## src/rtl/rf_wb_arb.sv

```systemverilog
// Writeback arbiter for the register file: two per-source FIFOs merged
// round-robin onto one registered write port, plus a pending-write scoreboard.

module rf_wb_fifo #(
    parameter int DEPTH = 2,
    parameter int W     = 20
) (
    input  logic         clk,
    input  logic         rst_n,
    input  logic         push,
    input  logic [W-1:0] push_data,
    input  logic         pop,
    output logic         rdy,
    output logic         ne,
    output logic [W-1:0] head
);
    localparam int PW = $clog2(DEPTH);
    localparam int CW = PW + 1;
    localparam logic [CW-1:0] FULL = CW'(DEPTH);

    logic [PW-1:0] wr_ptr_q, wr_ptr_d;
    logic [PW-1:0] rd_ptr_q, rd_ptr_d;
    logic [CW-1:0] cnt_q, cnt_d;
    logic [W-1:0]  mem_q [DEPTH];
    logic [W-1:0]  mem_d [DEPTH];

    always_comb begin
        wr_ptr_d = wr_ptr_q;
        rd_ptr_d = rd_ptr_q;
        cnt_d    = cnt_q;
        mem_d    = mem_q;
        if (push) begin
            mem_d[wr_ptr_q] = push_data;
            wr_ptr_d        = wr_ptr_q + PW'(1);
        end
        if (pop) begin
            rd_ptr_d = rd_ptr_q + PW'(1);
        end
        case ({push, pop})
            2'b10:   cnt_d = cnt_q + CW'(1);
            2'b01:   cnt_d = cnt_q - CW'(1);
            default: cnt_d = cnt_q;
        endcase
    end

    always_ff @(posedge clk or negedge rst_n) begin
        if (!rst_n) begin
            wr_ptr_q <= '0;
            rd_ptr_q <= '0;
            cnt_q    <= '0;
        end else begin
            wr_ptr_q <= wr_ptr_d;
            rd_ptr_q <= rd_ptr_d;
            cnt_q    <= cnt_d;
        end
    end

    // Storage carries no reset; validity is tracked entirely by cnt_q.
    always_ff @(posedge clk) begin
        mem_q <= mem_d;
    end

    assign rdy  = (cnt_q < FULL);
    assign ne   = (cnt_q != '0);
    assign head = mem_q[rd_ptr_q];
endmodule

module rf_wb_arb #(
    parameter int DEPTH = 2,
    parameter int DW    = 16,
    parameter int AW    = 4
) (
    input  logic          clk,
    input  logic          rst_n,
    input  logic          alu_vld,
    input  logic [AW-1:0] alu_dst,
    input  logic [DW-1:0] alu_data,
    output logic          alu_rdy,
    input  logic          mem_vld,
    input  logic [AW-1:0] mem_dst,
    input  logic [DW-1:0] mem_data,
    output logic          mem_rdy,
    output logic          rf_we,
    output logic [AW-1:0] rf_dst_addr,
    output logic [DW-1:0] rf_dst,
    input  logic          iss_vld,
    input  logic [AW-1:0] iss_dst,
    output logic          iss_hazard,
    input  logic [AW-1:0] rd0_addr,
    input  logic [AW-1:0] rd1_addr,
    output logic          hazard0,
    output logic          hazard1,
    output logic          idle
);
    localparam int EW   = AW + DW;
    localparam int NREG = 2 ** AW;

    typedef enum logic {
        GNT_MEM = 1'b0,
        GNT_ALU = 1'b1
    } grant_e;

    grant_e          last_grant_q, last_grant_d;
    logic            rf_we_q, rf_we_d;
    logic [AW-1:0]   rf_dst_addr_q, rf_dst_addr_d;
    logic [DW-1:0]   rf_dst_q, rf_dst_d;
    logic [NREG-1:0] pending_q, pending_d;

    logic          alu_push, alu_pop, alu_ne;
    logic          mem_push, mem_pop, mem_ne;
    logic [EW-1:0] alu_head, mem_head, win;
    logic [AW-1:0] win_dst;
    logic [DW-1:0] win_data;

    assign alu_push = alu_vld & alu_rdy;
    assign mem_push = mem_vld & mem_rdy;

    rf_wb_fifo #(.DEPTH(DEPTH), .W(EW)) u_alu_fifo (
        .clk       (clk),
        .rst_n     (rst_n),
        .push      (alu_push),
        .push_data ({alu_dst, alu_data}),
        .pop       (alu_pop),
        .rdy       (alu_rdy),
        .ne        (alu_ne),
        .head      (alu_head)
    );

    rf_wb_fifo #(.DEPTH(DEPTH), .W(EW)) u_mem_fifo (
        .clk       (clk),
        .rst_n     (rst_n),
        .push      (mem_push),
        .push_data ({mem_dst, mem_data}),
        .pop       (mem_pop),
        .rdy       (mem_rdy),
        .ne        (mem_ne),
        .head      (mem_head)
    );

    always_comb begin
        alu_pop      = 1'b0;
        mem_pop      = 1'b0;
        last_grant_d = last_grant_q;
        if (alu_ne && (!mem_ne || last_grant_q == GNT_MEM)) begin
            alu_pop      = 1'b1;
            last_grant_d = GNT_ALU;
        end else if (mem_ne) begin
            mem_pop      = 1'b1;
            last_grant_d = GNT_MEM;
        end

        win      = alu_pop ? alu_head : mem_head;
        win_dst  = win[EW-1:DW];
        win_data = win[DW-1:0];

        // R0 entries still consume the grant but never reach the file.
        rf_we_d       = (alu_pop | mem_pop) && (win_dst != '0);
        rf_dst_addr_d = rf_dst_addr_q;
        rf_dst_d      = rf_dst_q;
        if (rf_we_d) begin
            rf_dst_addr_d = win_dst;
            rf_dst_d      = win_data;
        end

        pending_d = pending_q;
        if (rf_we_q && rf_dst_addr_q != '0) begin
            pending_d[rf_dst_addr_q] = 1'b0;
        end
        if (iss_vld && iss_dst != '0) begin
            pending_d[iss_dst] = 1'b1;
        end
        pending_d[0] = 1'b0;
    end

    always_ff @(posedge clk or negedge rst_n) begin
        if (!rst_n) begin
            last_grant_q  <= GNT_MEM;
            rf_we_q       <= 1'b0;
            rf_dst_addr_q <= '0;
            rf_dst_q      <= '0;
            pending_q     <= '0;
        end else begin
            last_grant_q  <= last_grant_d;
            rf_we_q       <= rf_we_d;
            rf_dst_addr_q <= rf_dst_addr_d;
            rf_dst_q      <= rf_dst_d;
            pending_q     <= pending_d;
        end
    end

    assign rf_we       = rf_we_q;
    assign rf_dst_addr = rf_dst_addr_q;
    assign rf_dst      = rf_dst_q;

    // The file bypasses a same-cycle write, so that register is not a hazard.
    assign hazard0 = pending_q[rd0_addr] & ~(rf_we_q & (rf_dst_addr_q == rd0_addr))
                     & (rd0_addr != '0);
    assign hazard1 = pending_q[rd1_addr] & ~(rf_we_q & (rf_dst_addr_q == rd1_addr))
                     & (rd1_addr != '0);
    assign iss_hazard = pending_q[iss_dst] & (iss_dst != '0);

    assign idle = ~alu_ne & ~mem_ne & ~rf_we_q;
endmodule

```

## config.mk

```make
export PLATFORM = sky130hd
export DESIGN_NAME = rf_wb_arb
export DESIGN_NICKNAME = d
export VERILOG_FILES = /design/src/rtl/rf_wb_arb.sv
export SDC_FILE = /design/constraint.sdc
export NUM_CORES = 1
export LEC_CHECK = 0
export CAP_MARGIN = 20
export CORE_ASPECT_RATIO = 0.75
export CORE_MARGIN = 5
export CORE_UTILIZATION = 55
export DETAILED_ROUTE_END_ITERATION = 8
export PLACE_DENSITY = 0.84
export SLEW_MARGIN = 20
export SYNTH_ARGS = -nofsm -noshare
export SYNTH_HDL_FRONTEND = slang
export SYNTH_HIERARCHICAL = 1
export SYNTH_SLANG_ARGS = --single-unit
export TNS_END_PERCENT = 50
```

## constraint.sdc

```tcl
create_clock -name clk -period 3.3 [get_ports clk]
set_input_delay 0.495 -clock clk [delete_from_list [all_inputs] [get_ports clk]]
set_output_delay 0.495 -clock clk [all_outputs]
set_load 0.01 [all_outputs]
```

==> results of run 1 <==
==> placed cells by master, fill, tap and decap left out, drive strengths merged, types with 4 or more instances in the layout <==
master	instances
inv	11
mux2i	10
nor2	8
mux4	8
xor2	7
dfrtp	45
clkdlybuf4s50	81
mux2	79
clkbuf	17
or2	4
nand2b	5
xnor2	10
buf	14
edfxtp	80
and2	4
o21ai	30
clkinvlp	5
clkinv	5
nand3b	4
nand2	9
==> timing repair <==
action	CTS	global route
endpoints found under the setup margin	0	1
endpoints found under the hold margin	0	0
hold buffers	0	0
resized for setup	0	1
==> Yosys cell counts, types with 2 or more instances <==
| cell | n | area share, % |
|---|---|---|
| sky130_fd_sc_hd__nor3_1 | 2 | 0.17 |
| sky130_fd_sc_hd__xnor2_1 | 10 | 1.5 |
| sky130_fd_sc_hd__o2bb2ai_1 | 2 | 0.30 |
| sky130_fd_sc_hd__mux2i_1 | 10 | 1.7 |
| sky130_fd_sc_hd__xor2_1 | 7 | 1.1 |
| sky130_fd_sc_hd__o21ai_0 | 29 | 2.5 |
| sky130_fd_sc_hd__inv_1 | 8 | 0.52 |
| sky130_fd_sc_hd__nand3b_1 | 4 | 0.52 |
| sky130_fd_sc_hd__nor2_1 | 8 | 0.52 |
| sky130_fd_sc_hd__mux2_2 | 21 | 4.1 |
| sky130_fd_sc_hd__nand2_1 | 9 | 0.58 |
| sky130_fd_sc_hd__nor4_1 | 2 | 0.22 |
| sky130_fd_sc_hd__a21oi_1 | 2 | 0.17 |
| sky130_fd_sc_hd__edfxtp_1 | 80 | 41 |
| sky130_fd_sc_hd__mux4_2 | 6 | 2.3 |
| sky130_fd_sc_hd__mux4_1 | 2 | 0.91 |
| sky130_fd_sc_hd__and2_1 | 4 | 0.43 |
| sky130_fd_sc_hd__ha_1 | 2 | 0.43 |
| sky130_fd_sc_hd__a31oi_1 | 2 | 0.22 |
| sky130_fd_sc_hd__dfrtp_1 | 45 | 19 |
| sky130_fd_sc_hd__or2_2 | 4 | 0.43 |
| sky130_fd_sc_hd__mux2_1 | 3 | 0.58 |
| sky130_fd_sc_hd__nand2b_1 | 5 | 0.54 |
| sky130_fd_sc_hd__nor2b_1 | 2 | 0.22 |
| sky130_fd_sc_hd__buf_2 | 2 | 0.17 |
| sky130_fd_sc_hd__nand3_1 | 3 | 0.26 |
| sky130_fd_sc_hd__clkbuf_1 | 6 | 0.39 |
| sky130_fd_sc_hd__buf_6 | 8 | 1.6 |
| sky130_fd_sc_hd__mux2_4 | 55 | 14 |
==> metrics by stage <==
stage | std cells | hold slack, ns
2_1_floorplan | 359 | 0.1994
3_3_place_gp | 573 | 0.4912
3_5_place_dp | 573 | 0.4957
4_1_cts | 605 | 0.3088
5_1_grt | 605 | 0.1365
6_report | 605 | 0.09211
==> cell families (layout without fill, tap and decap cells) <==
| kind of cell | after synthesis | count (layout) |
|---|---|---|
| flip-flops | 125 | 125 |
| AO/OA/AOI/OAI | 45 | 45 |
| multiplexers | 97 | 97 |
| adder cells (fa/ha/maj) | 2 | 2 |
| AND/OR/NAND/NOR | 46 | 46 |
| XOR/XNOR | 17 | 17 |
| buffers and inverters | 27 | 137 |
==> worst max-delay path: cells and delay by family <==
kind | cells | cell delay [ns]
mux | 2 | 1.03
buf+inv | 2 | 1.17
==> layer usage <==
metal | global-route usage, % | share of wire [%] | vias to the layer above
li1 | - | - | 1550
met1 | 29.60 | 45 | 1700
met2 | 32.57 | 47 | 124
met3 | 6.663 | 7.1 | 17
met4 | 6.295 | 1.0 | 0
met5 | 0 | 0 | -
==> final cells by class <==
cell class / instances / area, sq um / area share (%)
Sequential cell: 125 / 3528 / 47.99
Multi-Input combinational cell: 207 / 2095 / 28.49
Timing Repair Buffer: 96 / 928.4 / 12.63
Clock buffer: 17 / 425.4 / 5.786
Clock inverter: 15 / 171.4 / 2.332
Tap cell: 136 / 170.2 / 2.314
Inverter: 9 / 33.78 / 0.4595
==> state kept, by name, indices dropped and copies added, names as in the netlist <==
register	count
u_alu_fifo/mem_q	40
u_mem_fifo/mem_q	40
rf_dst	16
pending_q	15
rf_dst_addr	4
u_alu_fifo/cnt_q	2
u_mem_fifo/cnt_q	2
last_grant_q	1
rf_we	1
u_alu_fifo/rd_ptr_q	1
u_alu_fifo/wr_ptr_q	1
u_mem_fifo/rd_ptr_q	1
u_mem_fifo/wr_ptr_q	1
==> path summary, 6_finish.rpt <==
| kind | to | slack, ns |
|---|---|---|
| setup / recovery | iss_hazard | 0.11 |
| hold / removal | rf_dst[10] | 0.09 |
| setup reg to reg | rf_dst[7] | 0.51 |
| hold reg to reg | rf_dst[13] | 0.51 |
| max in group asynchronous | pending_q[11] | 2.79 |
| min in group clk | rf_dst[13] | 0.51 |
==> power by group <==
part | internal, mW | switching, mW
clock network | 1.18 | 0.691
logic | 1.63 | 1.12
registers | 2.18 | 0.460
total | 5.00 | 2.27
==> results.txt, run 1 <==
----------------------------------------------------
[Run status]
  Run status ... completed

[Setup path]
  Critical path launch point type ... input port
  Origin of the critical flop-to-flop path ... u_mem_fifo/rd_ptr_q
  Required time worst endpoint ... 2.80 ns
  Critical-path maximum fanout ... 9
  WS Path Type ... in -> out
  Arrival time reported for the critical path endpoint ... 2.70 ns
  Worst setup EP type ... primary output
  Critical Path Slowest Stage Cell ... sky130_fd_sc_hd__clkdlybuf4s50_1
  Cells along the critical path ... clkdlybuf4s50_1, mux4_2, mux4_2, clkdlybuf4s50_1
  Worst-case reg-to-reg path depth ... 5
  Origin of the worst setup path ... iss_dst[1]
  Critical path's largest stage delay ... 0.68 ns

[Synthesis]
  Sequential element share of the synthesized area ... between 60% and 70%
  Fraction of synthesized area in multiplexers ... a little under a quarter
  Cell area after synthesis ... ~5800 sq um
  Prevailing post-synth register cell ... sky130_fd_sc_hd__edfxtp_1
  Mapped Nets ... approximately 420
  Fraction of the mapped netlist area in simple logic gates ... roughly 4.3%
  Number of enable-type register cells in the synthesized netlist ... 80
  Post-Synthesis Cells ... about 360
  Share of synthesized flip-flops with an asynchronous set or reset ... 36.00%
  Main combinational cell family by area after synthesis ... multiplexers
  Count of cell types in the netlist ... 45
  Number of synthesis warnings ... 6
  Yosys reg bits ... between 100 and 150
  Fraction of the mapped netlist area in adder cells ... 0.4321%
  Average footprint of a synthesized cell ... about 16 sq um
  Synth Area in Compound Gates ... ~4.9%
  Synth Area in XOR/XNOR ... between 2 and 3%

[Routing]
  Total detailed-routing wirelength ... 12,620 microns
  DRT Pass-1 Iters ... 5
  Post-detailed-route count of antenna-violating nets ... 0
  Total via count after detailed routing ... 3,391
  Number of DRC violations after detailed routing ... 0
  First DRT Iteration DRCs ... roughly 250
  Routed length per placed instance ... around 21 microns
  Via density per instance ... approximately 5.6

[Timing]
  Max-slew violation count ... 0
  Final setup TNS ... 0 ns
  Final setup vio count ... 0
  RSZ-0062 raised after global routing ... false
  Normalized max-slew margin ... about half
  Worst Max-Slew Pin Slew ... around 0.74 ns
  Final worst setup slack ... approximately 0.11 ns
  Min Tclk post-route ... between 3 and 4 ns
  Final clock skew ... 0.01056 ns
  Max frequency ... 0.3134 GHz
  Ratio of final minimum period to clock period ... a little under 100%
  Hold Vio Cnt, Final ... 0

[Clock tree]
  Insertion delay to the later sink of the worst-skew pair ... between 0.4 and 0.5 ns
  CTS H-tree depth ... 4
  Clock Tree Buf Depth ... 2
  TritonCTS clock tree ... done
  Post-CTS setup buffers ... 0
  Number of CTS-inserted buffers ... 17
  Clock input transition at the sequential cells of the worst setup and hold paths ... approximately 0.060 ns
  Root buffer cell ... sky130_fd_sc_hd__clkbuf_16
  Clock sink count ... roughly 130

[Cells and area]
  Final core utilization ... between 70% and 80%
  Count of fill cells added during filler insertion ... ~660
  Area growth from synthesis to layout ... 26.94%
  Final layout net count ... about 520
  Share of cells above drive strength 1 ... 29.00%
  Inserted Diodes ... 0
  Final design area excluding fillers ... ~7400 sq um

[Hold path]
  Type of the worst min-delay path ... in -> async

[Die]
  Row count ... 32
  Die outline width ... ~130 microns
  Area of the die ... around 13,000 sq um
  Boundary pin count ... 84
  Initial Utilization ... a little under three fifths
  Vertical extent of the die ... slightly below 100 microns
  Std-Cell Core Area ... slightly above 10,000 sq um

[Pwr]
  Leakage power figure ... 2.851 nW
  Peak supply drop ... 0.4730 mV
  Cell Pwr Density ... about 990 nW/um^2
  Overall power of the completed layout ... around 7.3 mW

[Place]
  Post-detailed-placement half-perimeter wirelength ... between 8000 and 9000 microns
  Buffers on Ports ... 83
  Worst slack at placement ... between 0.07 and 0.08 ns
  Post-placement cell area ... about 6800 sq um
  RePlAce Congestion ... between 0.8 and 0.9

[Global route]
  Global-route congestion overflow total ... 0
  Initial antenna violation count ... 0
  Total Routing Usage GR ... a little over a fifth
  Pin count of the biggest net entering global routing ... 46
  Wire length of the first global-routing pass ... 20,130 microns
  Vias in the first global route ... 3,723

[Run]
  Max capacitance violation total ... 0

----------------------------------------------------
Note: power is estimated with default switching activity, not from simulation.
==> run 2, diff against run 1 <==
Settings changed: REMOVE_ABC_BUFFERS set to 1.
==> results.txt, run 2 (synthesis results as in run 1) <==
----------------------------------------------------
[Hold path]
  Type of the worst min-delay path ... in -> async (unchanged)

[Clock tree]
  Number of CTS-inserted buffers ... 17 (unchanged)
  Root buffer cell ... sky130_fd_sc_hd__clkbuf_16 (unchanged)
  CTS H-tree depth ... 4 (unchanged)
  Hold buffer count at cts ... 0 (unchanged)
  TritonCTS clock tree ... done (unchanged)
  Post-CTS setup buffers ... 0 (unchanged)
  Insertion delay to the later sink of the worst-skew pair ... 0.41 ns (was 0.42 ns)
  Clock input transition at the sequential cells of the worst setup and hold paths ... 0.06 ns (about the same)
  Clock Tree Buf Depth ... 2 (unchanged)
  Clock sink count ... 125 (unchanged)

[Routing]
  Post-detailed-route count of antenna-violating nets ... 0 (unchanged)
  Via density per instance ... 5.685 (was 5.605)
  First DRT Iteration DRCs ... 211 (was 249)
  Routed length per placed instance ... 21.08 microns (was 20.86 microns)
  Total via count after detailed routing ... 3,434 (was 3,391)
  Total detailed-routing wirelength ... 12,730 microns (was 12,620 microns)
  DRT Pass-1 Iters ... 5 (unchanged)
  Number of DRC violations after detailed routing ... 0 (unchanged)

[Timing]
  Final clock skew ... 0.009226 ns (was 0.01056 ns)
  Final setup TNS ... 0 ns (unchanged)
  RSZ-0062 raised after global routing ... false (unchanged)
  Normalized max-slew margin ... 51.08% (was 50.59%)
  Min Tclk post-route ... 3.086 ns (was 3.190 ns)
  Max frequency ... 0.3241 GHz (was 0.3134 GHz)
  Max-slew violation count ... 0 (unchanged)
  Ratio of final minimum period to clock period ... 93.51% (was 96.68%)
  Final setup vio count ... 0 (unchanged)
  WHS ... 0.08971 ns (was 0.09211 ns)
  Hold Vio Cnt, Final ... 0 (unchanged)
  Worst Max-Slew Pin Slew ... 0.7338 ns (was 0.7411 ns)

[Setup path]
  WS Path Type ... in -> out (unchanged)
  Required time worst endpoint ... 2.80 ns (about the same)
  Critical-path maximum fanout ... 5 (was 9)
  Last element of the critical path ... iss_hazard (unchanged)
  Worst setup EP type ... primary output (unchanged)
  Arrival time reported for the critical path endpoint ... 2.59 ns (was 2.70 ns)
  Register-to-register path setup slack ... 0.55 ns (was 0.51 ns)
  Origin of the worst setup path ... iss_dst[1] (unchanged)
  Worst-case reg-to-reg path depth ... 5 (unchanged)
  Critical path launch point type ... input port (unchanged)
  End of the worst register-to-register path ... rf_dst_addr[1] (was rf_dst[7])
  Origin of the critical flop-to-flop path ... u_mem_fifo/rd_ptr_q (unchanged)

[Global route]
  Wire length of the first global-routing pass ... 20,220 microns (was 20,130 microns)
  Global-route congestion overflow total ... 0 (unchanged)
  Total Routing Usage GR ... 21.34% (was 21.32%)
  Vias in the first global route ... 3,689 (was 3,723)
  Pin count of the biggest net entering global routing ... 46 (unchanged)
  Initial antenna violation count ... 0 (unchanged)

[Place]
  Post-detailed-placement half-perimeter wirelength ... 8326 microns (was 8525 microns)
  Post-placement cell area ... 6743 sq um (was 6750 sq um)
  RePlAce Congestion ... 0.9142 (was 0.8338)
  Buffers on Ports ... 83 (unchanged)

[Run status]
  Run status ... completed (unchanged)

[Pwr]
  Leakage power figure ... 2.874 nW (was 2.851 nW)
  Peak supply drop ... 0.5143 mV (was 0.4730 mV)
  Overall power of the completed layout ... 7.332 mW (was 7.268 mW)
  Cell Pwr Density ... 996.1 nW/um^2 (was 988.6 nW/um^2)

[Cells and area]
  Inserted Diodes ... 0 (unchanged)
  Final design area excluding fillers ... 7361 sq um (was 7352 sq um)
  Count of fill cells added during filler insertion ... 647 (was 655)
  Share of cells above drive strength 1 ... 28.85% (was 29.00%)
  Final layout net count ... 514 (was 515)
  Top library cells by usage in the layout, fill and taps aside ... 81 x sky130_fd_sc_hd__clkdlybuf4s50_1, 80 x sky130_fd_sc_hd__edfxtp_1, 55 x sky130_fd_sc_hd__mux2_4 (unchanged)
  Area growth from synthesis to layout ... 27.09% (was 26.94%)
  Most common cell after layout, fill and taps aside ... sky130_fd_sc_hd__clkdlybuf4s50_1 (unchanged)

[Die]
  Vertical extent of the die ... 98.87 microns (unchanged)
  Area of the die ... 12,700 sq um (unchanged)
  Row count ... 32 (unchanged)
  Boundary pin count ... 84 (unchanged)
  Die outline width ... 128.5 microns (unchanged)
  Std-Cell Core Area ... 10,290 sq um (unchanged)
  Initial Utilization ... 56.29% (unchanged)

[Run]
  Max capacitance violation total ... 0 (unchanged)

----------------------------------------------------
## run 2: worst max-delay path, stage by stage
cell and delay, ns:
sky130_fd_sc_hd__clkdlybuf4s50_1 0.60, sky130_fd_sc_hd__mux4_2 0.53, sky130_fd_sc_hd__mux4_2 0.47, sky130_fd_sc_hd__clkdlybuf4s50_1 0.49
## run 2: metal layers
layer  vias up  track usage (%)  share of wire [%]  wire length (microns)
li1       1547                -                  -                      -
met4         0            5.650               0.86                    109
met2       113            35.73                 50                   6423
met3        10            6.717                6.5                    832
met5         -                0                  0                      0
met1      1764            27.09                 42                   5367
## run 2: worst min path at each step
stage                              from             endpoint  slack [ns]  depth (start not counted)
floorplan                         rst_n         last_grant_q        0.20                          0
finish                            rst_n            rf_dst[2]        0.09                          1
CTS                               rst_n            rf_dst[2]        0.31                          1
global placement    u_alu_fifo/wr_ptr_q  u_alu_fifo/wr_ptr_q        0.49                          1
detailed placement  u_alu_fifo/wr_ptr_q  u_alu_fifo/wr_ptr_q        0.49                          1
global route                      rst_n            rf_dst[2]        0.14                          1
## run 2: power by group
part | switching [mW] | internal [mW] | leakage [nW] | total [mW]
combinational | 1.14 | 1.63 | 1.31 | 2.77
sequential | 0.468 | 2.19 | 1.26 | 2.65
clock | 0.642 | 1.27 | 0.304 | 1.91
## run 2: timing repair
item / 4_1_cts / 5_1_grt
resized for setup: 0 / 1
hold endpoints to repair: 0 / 0
endpoints found under the setup margin: 0 / 1
## run 2: cell type report
class,instances,area (sq um),area share (%)
tap,136,170.2,2.312
clock inverter,14,173.9,2.363
timing repair buffer,95,920.9,12.51
clock buffer,18,439.2,5.966
multi-input combinational,207,2095,28.45
inverter,9,33.78,0.4589
sequential,125,3528,47.93
## run 2: stage by stage
| stage | instances | util, % | worst slack, ns |
|---|---|---|---|
| 2_1_floorplan | 341 | - | 0.4920 |
| 3_3_place_gp | 572 | 65.53 | 0.1164 |
| 3_5_place_dp | 572 | 65.53 | 0.06599 |
| 4_1_cts | 604 | 71.49 | 0.05892 |
| 5_1_grt | 604 | 71.53 | 0.1183 |
| 6_report | 604 | 71.53 | 0.2143 |
